==> src/rtl/pc_gen_pkg.sv <==
// pc_gen_pkg: shared types and constants for the fetch-address generator.
// Revision 1.0
`default_nettype none

package pc_gen_pkg;

  typedef enum logic [1:0] {
    BOOT  = 2'd0,
    RUN   = 2'd1,
    SLEEP = 2'd2
  } pc_gen_state_e;

  localparam logic [31:0] RESET_PC_DEFAULT = 32'hbfc00000;

  localparam int REDIR_EXC = 0;
  localparam int REDIR_BR  = 1;
  localparam int REDIR_BP  = 2;

endpackage

`default_nettype wire

==> src/rtl/pc_gen_redir_arb.sv <==
// redir_arb: fixed-priority one-hot arbiter (index 0 wins) with target mux.
// Revision 1.0
`default_nettype none

module redir_arb #(
  parameter int NUM_REQ = 3,
  parameter int DATA_W  = 32
) (
  input  logic [NUM_REQ-1:0]        i_valid,
  input  logic [NUM_REQ*DATA_W-1:0] i_data,
  output logic [NUM_REQ-1:0]        o_grant,
  output logic [DATA_W-1:0]         o_data,
  output logic                      o_any
);

  logic w_found;

  always_comb begin
    o_grant = '0;
    o_data  = '0;
    w_found = 1'b0;
    for (int k = 0; k < NUM_REQ; k++) begin
      if (i_valid[k] && !w_found) begin
        o_grant[k] = 1'b1;
        o_data     = i_data[k*DATA_W +: DATA_W];
        w_found    = 1'b1;
      end
    end
  end

  assign o_any = |i_valid;

endmodule

`default_nettype wire

==> src/rtl/pc_gen.sv <==
// pc_gen: fetch PC generator with prioritised redirects and a WAIT sleep state.
// Optional macro PC_GEN_ALIGN_EXC_EN adds adel_o/badvaddr_o. Revision 1.0
`default_nettype none

module pc_gen
  import pc_gen_pkg::*;
#(
  parameter int                ADDR_W       = 32,
  parameter logic [ADDR_W-1:0] RESET_PC     = ADDR_W'(RESET_PC_DEFAULT),
  parameter int                FETCH_WIDTH  = 2,
  parameter int                NUM_REDIRECT = 3
) (
  input  logic                           clk_i,
  input  logic                           rst_ni,
  input  logic                           stall_i,
  input  logic                           wait_i,
  input  logic [NUM_REDIRECT-1:0]        redir_valid_i,
  input  logic [NUM_REDIRECT*ADDR_W-1:0] redir_pc_i,
  output logic [ADDR_W-1:0]              pc_o,
  output logic                           pc_valid_o,
  output logic [FETCH_WIDTH-1:0]         slot_mask_o,
  output logic [ADDR_W-1:0]              npc_o,
  output logic [NUM_REDIRECT-1:0]        redir_grant_o
`ifdef PC_GEN_ALIGN_EXC_EN
  ,
  output logic                           adel_o,
  output logic [ADDR_W-1:0]              badvaddr_o
`endif
);

  localparam int                BLK         = FETCH_WIDTH * 4;
  localparam int                OFF_W       = $clog2(BLK);
  localparam logic [ADDR_W-1:0] c_blk       = ADDR_W'(BLK);
  localparam logic [ADDR_W-1:0] c_blk_mask  = ~(ADDR_W'(BLK - 1));
  localparam logic [ADDR_W-1:0] c_word_mask = ~(ADDR_W'(3));

  pc_gen_state_e               r_state;
  logic [ADDR_W-1:0]           r_pc;
  logic                        r_pc_valid;
  logic [ADDR_W-1:0]           w_npc;
  logic [ADDR_W-1:0]           w_seq_pc;
  logic [ADDR_W-1:0]           w_tgt_raw;
  logic [ADDR_W-1:0]           w_tgt;
  logic [NUM_REDIRECT-1:0]     w_grant;
  logic                        w_any;
  logic                        w_hold;
  logic                        w_show;

  redir_arb #(
    .NUM_REQ (NUM_REDIRECT),
    .DATA_W  (ADDR_W)
  ) u_arb (
    .i_valid (redir_valid_i),
    .i_data  (redir_pc_i),
    .o_grant (w_grant),
    .o_data  (w_tgt_raw),
    .o_any   (w_any)
  );

`ifdef PC_GEN_ALIGN_EXC_EN
  logic              r_adel;
  logic [ADDR_W-1:0] r_badvaddr;
  logic              w_misalign;

  assign w_tgt      = w_tgt_raw;
  assign w_misalign = |w_tgt_raw[1:0];
  // A misaligned PC is parked until software redirects away from it.
  assign w_hold     = r_adel;

  always_ff @(posedge clk_i or negedge rst_ni) begin
    if (!rst_ni) begin
      r_adel     <= 1'b0;
      r_badvaddr <= '0;
    end else if (w_any) begin
      r_adel     <= w_misalign;
      r_badvaddr <= w_misalign ? w_tgt : '0;
    end
  end

  assign adel_o     = r_adel;
  assign badvaddr_o = r_badvaddr;
`else
  assign w_tgt  = w_tgt_raw & c_word_mask;
  assign w_hold = 1'b0;
`endif

  assign w_seq_pc = (r_pc & c_blk_mask) + c_blk;

  // WAIT holds the PC in the same cycle it moves the FSM to SLEEP.
  always_comb begin
    w_npc = r_pc;
    if (w_any) begin
      w_npc = w_tgt;
    end else if (r_state == RUN && !stall_i && !wait_i && !w_hold) begin
      w_npc = w_seq_pc;
    end
  end

  always_ff @(posedge clk_i or negedge rst_ni) begin
    if (!rst_ni) begin
      r_state    <= BOOT;
      r_pc       <= RESET_PC;
      r_pc_valid <= 1'b0;
    end else begin
      r_pc <= w_npc;
      unique case (r_state)
        BOOT: begin
          r_state    <= RUN;
          r_pc_valid <= 1'b1;
        end
        RUN: begin
          if (!w_any && wait_i) begin
            r_state    <= SLEEP;
            r_pc_valid <= 1'b0;
          end else begin
            r_state    <= RUN;
            r_pc_valid <= 1'b1;
          end
        end
        SLEEP: begin
          if (w_any) begin
            r_state    <= RUN;
            r_pc_valid <= 1'b1;
          end
        end
        default: begin
          r_state    <= BOOT;
          r_pc_valid <= 1'b0;
        end
      endcase
    end
  end

  assign w_show = r_pc_valid & ~w_hold;

  generate
    if (FETCH_WIDTH == 1) begin : g_fw1
      assign slot_mask_o = w_show;
    end else begin : g_fwn
      localparam int SLOT_W = OFF_W - 2;
      logic [SLOT_W-1:0] w_slot;
      assign w_slot = r_pc[OFF_W-1:2];
      for (genvar i = 0; i < FETCH_WIDTH; i++) begin : g_slot
        assign slot_mask_o[i] = w_show & (w_slot <= SLOT_W'(i));
      end
    end
  endgenerate

  assign pc_o          = r_pc;
  assign pc_valid_o    = r_pc_valid;
  assign npc_o         = w_npc;
  assign redir_grant_o = rst_ni ? w_grant : '0;

endmodule

`default_nettype wire
==> config.mk <==
export PLATFORM = sky130hd
export DESIGN_NAME = pc_gen
export DESIGN_NICKNAME = d
export VERILOG_FILES = /design/src/rtl/pc_gen_pkg.sv /design/src/rtl/pc_gen_redir_arb.sv /design/src/rtl/pc_gen.sv
export SDC_FILE = /design/constraint.sdc
export NUM_CORES = 1
export LEC_CHECK = 0
export BUFFER_PORTS_ARGS = -buffer_cell sky130_fd_sc_hd__buf_2
export CORE_ASPECT_RATIO = 0.6
export CORE_MARGIN = 2
export CORE_UTILIZATION = 45
export DETAILED_ROUTE_END_ITERATION = 16
export GPL_ROUTABILITY_DRIVEN = 1
export PLACE_DENSITY = 0.81
export SLEW_MARGIN = 25
export SYNTH_ARGS = -nofsm -noshare
export SYNTH_HDL_FRONTEND = slang
export SYNTH_HIERARCHICAL = 1
export SYNTH_SLANG_ARGS = --single-unit
==> constraint.sdc <==
create_clock -name clk_i -period 2.9 [get_ports clk_i]
set_input_delay 0.29 -clock clk_i [delete_from_list [all_inputs] [get_ports clk_i]]
set_output_delay 0.29 -clock clk_i [all_outputs]
set_load 0.05 [all_outputs]
==> run summary <==
via/cell ratio = 5.70
Critical Path Start Type = flip-flop
largest net degree at the start of global routing = 64
Worst Path Required = 2610 ps
htree depth = 2
Synth Area per Inst = 8.45 um2
final cell count without fillers = 617
Worst EP arrival = 2590 ps
Sw Share = 0.437
CTS max path bufs = 2
final slew viol count = 0
CTS Sinks = 34
FP Rows = 23
Starting DRT DRC Count = 259
final hold slack = 319 ps
GRT Resource Usage Total = 0.283
Via Count = 3517
setup slack after layout = 24.5 ps
Die H = 67.7 um
Critical Path Start = r_state[1]
P_int = 1.17 mW
synth-to-layout area growth = 47.9%
Psw = 908 uW
Placement Setup Slack = -3.05 ps
clock power share = 0.261
Lkg Pwr = 1.90 nW
RSZ-0062 raised after global routing = true
final setup vio count = 0
Die X = 110 um
layout cells sized above 1 = 0.566
reg-to-reg critical path startpoint = r_state[1]
# port buffers = 166
Die ar. = 7450 um2
Syn Inst Count = 360
Hold Vio Cnt, Final = 0
Ports = 173
clock transition at the registers of the reported paths = 60 ps
Final period util = 0.992
area of the mapped netlist = 3040 um2
fin crit period = 2880 ps
Post-Syn Nets = 464
number of fill cells = 549
initial antenna violation count = 0
initial cell density of the core = 0.460
wire per inst = 17.7 um
slew margin rel. = 0.557
status = completed
CORE AREA = 6620 um2
Power Density = 462 nW/um2
ANT cells = 0
placed cells = 596
total CTS buffers = 5
later-pin clock latency in the skew report = 280 ps
CTS root buffer = clkbuf_16
routed wire length = 10900 um
HPWL Detailed = 7720 um
DRT Pass-1 Iters = 5
Comb power frac = 0.454
vias in the first global route = 3234
Final ANT Viol Nets = 0
Warnings, synthesis = 6
Slew @ Worst Pin = 665 ps
Placed Area = 4070 um2
Setup Crit Path Kind = reg -> out
final core occ = 0.680
Tightest Hold Check Type = in -> reg
skew final = 2.54 ps
HP Start = wait_i
Peak VDD IR = 0.355 mV
GRT overflow = 0
TritonCTS clock tree = done
DRC Markers = 0
Nets = 633
CP endpoint kind = output pin
first-pass GRT wire length = 16100 um
Max-Cap Viols = 0
Final Instance Area = 4500 um2
fmax = 348 MHz
sequential share of power = 0.286
crit path max fanout = 8
GPL Wtd Cong = 0.858
## flip-flops by register name, summed over array words and instances, names as in the netlist
name / cells
r_state: 2
pc_o: 32
## critical path, cell delays in order, from the launching register on
cell	delay (ps)
dfrtp_1	370
or4b_4	490
or3_4	400
buf_6	150
or4_4	490
a31oi_4	200
buf_6	180
## cell type report
| class | instances | area (um2) | area share |
|---|---|---|---|
| Clock inverter | 2 | 12.5 | 0.00278 |
| Inverter | 5 | 18.8 | 0.00417 |
| Multi-Input combinational cell | 286 | 2190 | 0.486 |
| Timing Repair Buffer | 197 | 1170 | 0.260 |
| Tap cell | 87 | 109 | 0.0242 |
| Clock buffer | 6 | 139 | 0.0309 |
| Sequential cell | 34 | 865 | 0.192 |
## power groups by stage
| stage | sequential [mW] | clock, mW | combinational (mW) |
|---|---|---|---|
| 2_1_floorplan | 0.754 | 0 | 0.484 |
| 3_3_place_gp | 0.595 | 0 | 0.858 |
| 3_5_place_dp | 0.600 | 0 | 0.872 |
| 4_1_cts | 0.592 | 0.546 | 0.916 |
| 5_1_grt | 0.600 | 0.569 | 0.993 |
| 6_report | 0.593 | 0.542 | 0.943 |
## final timing paths
path | end | slack, ps | cells past startpoint
max in group asynchronous | pc_o[28] | 1750 | 3
hold / removal | r_state[1] | 320 | 3
setup reg to reg | pc_o[24] | 620 | 6
min in group asynchronous | pc_o[21] | 460 | 2
setup / recovery | npc_o[16] | 20 | 6
hold reg to reg | pc_o[1] | 550 | 1
## per-layer routing
| metal | up-vias | GRT usage | wire (um) |
|---|---|---|---|
| met5 | - | 0 | 0 |
| met4 | 0 | 0.0594 | 108 |
| met3 | 13 | 0.0531 | 871 |
| met2 | 165 | 0.446 | 4780 |
| met1 | 1694 | 0.404 | 5150 |
| li1 | 1645 | - | - |
## placed cells by master (no fill, tap or decap), types with 3 or more instances in the layout
master and count:
a21oi_1 14, a21oi_2 49, a31oi_2 3, a31oi_4 14, and2_1 4, and2b_1 11
and3_1 3, buf_2 152, buf_4 28, buf_6 15, clkbuf_16 5, dfrtp_1 23
dfstp_2 9, inv_1 4, nand2_1 24, nand3_1 8, nand3b_1 31, nand4_1 6
nor2_1 20, nor2b_1 21, nor3_1 3, nor4_1 4, o21ai_0 6, o21ai_1 9
o31ai_1 12, o31ai_2 3, or4_1 7, or4_4 9, xnor2_1 9
## per-stage QoR
stage                     TNS [ps]  total power, mW
after floorplan              -26.3             1.24
after global placement           0             1.45
after detailed placement     -3.05             1.47
after CTS                    -20.4             2.05
after global routing         -50.8             2.16
final                            0             2.08
## what timing repair did
action	4_1_cts	5_1_grt
setup endpoints to repair	16	15
gates resized for setup	41	7
endpoints found under the hold margin	1	0
setup buffers	5	6
gates cloned	1	0
pin swaps	9	7
hold buffers	1	0
Note: power is estimated with default switching activity, not from simulation.
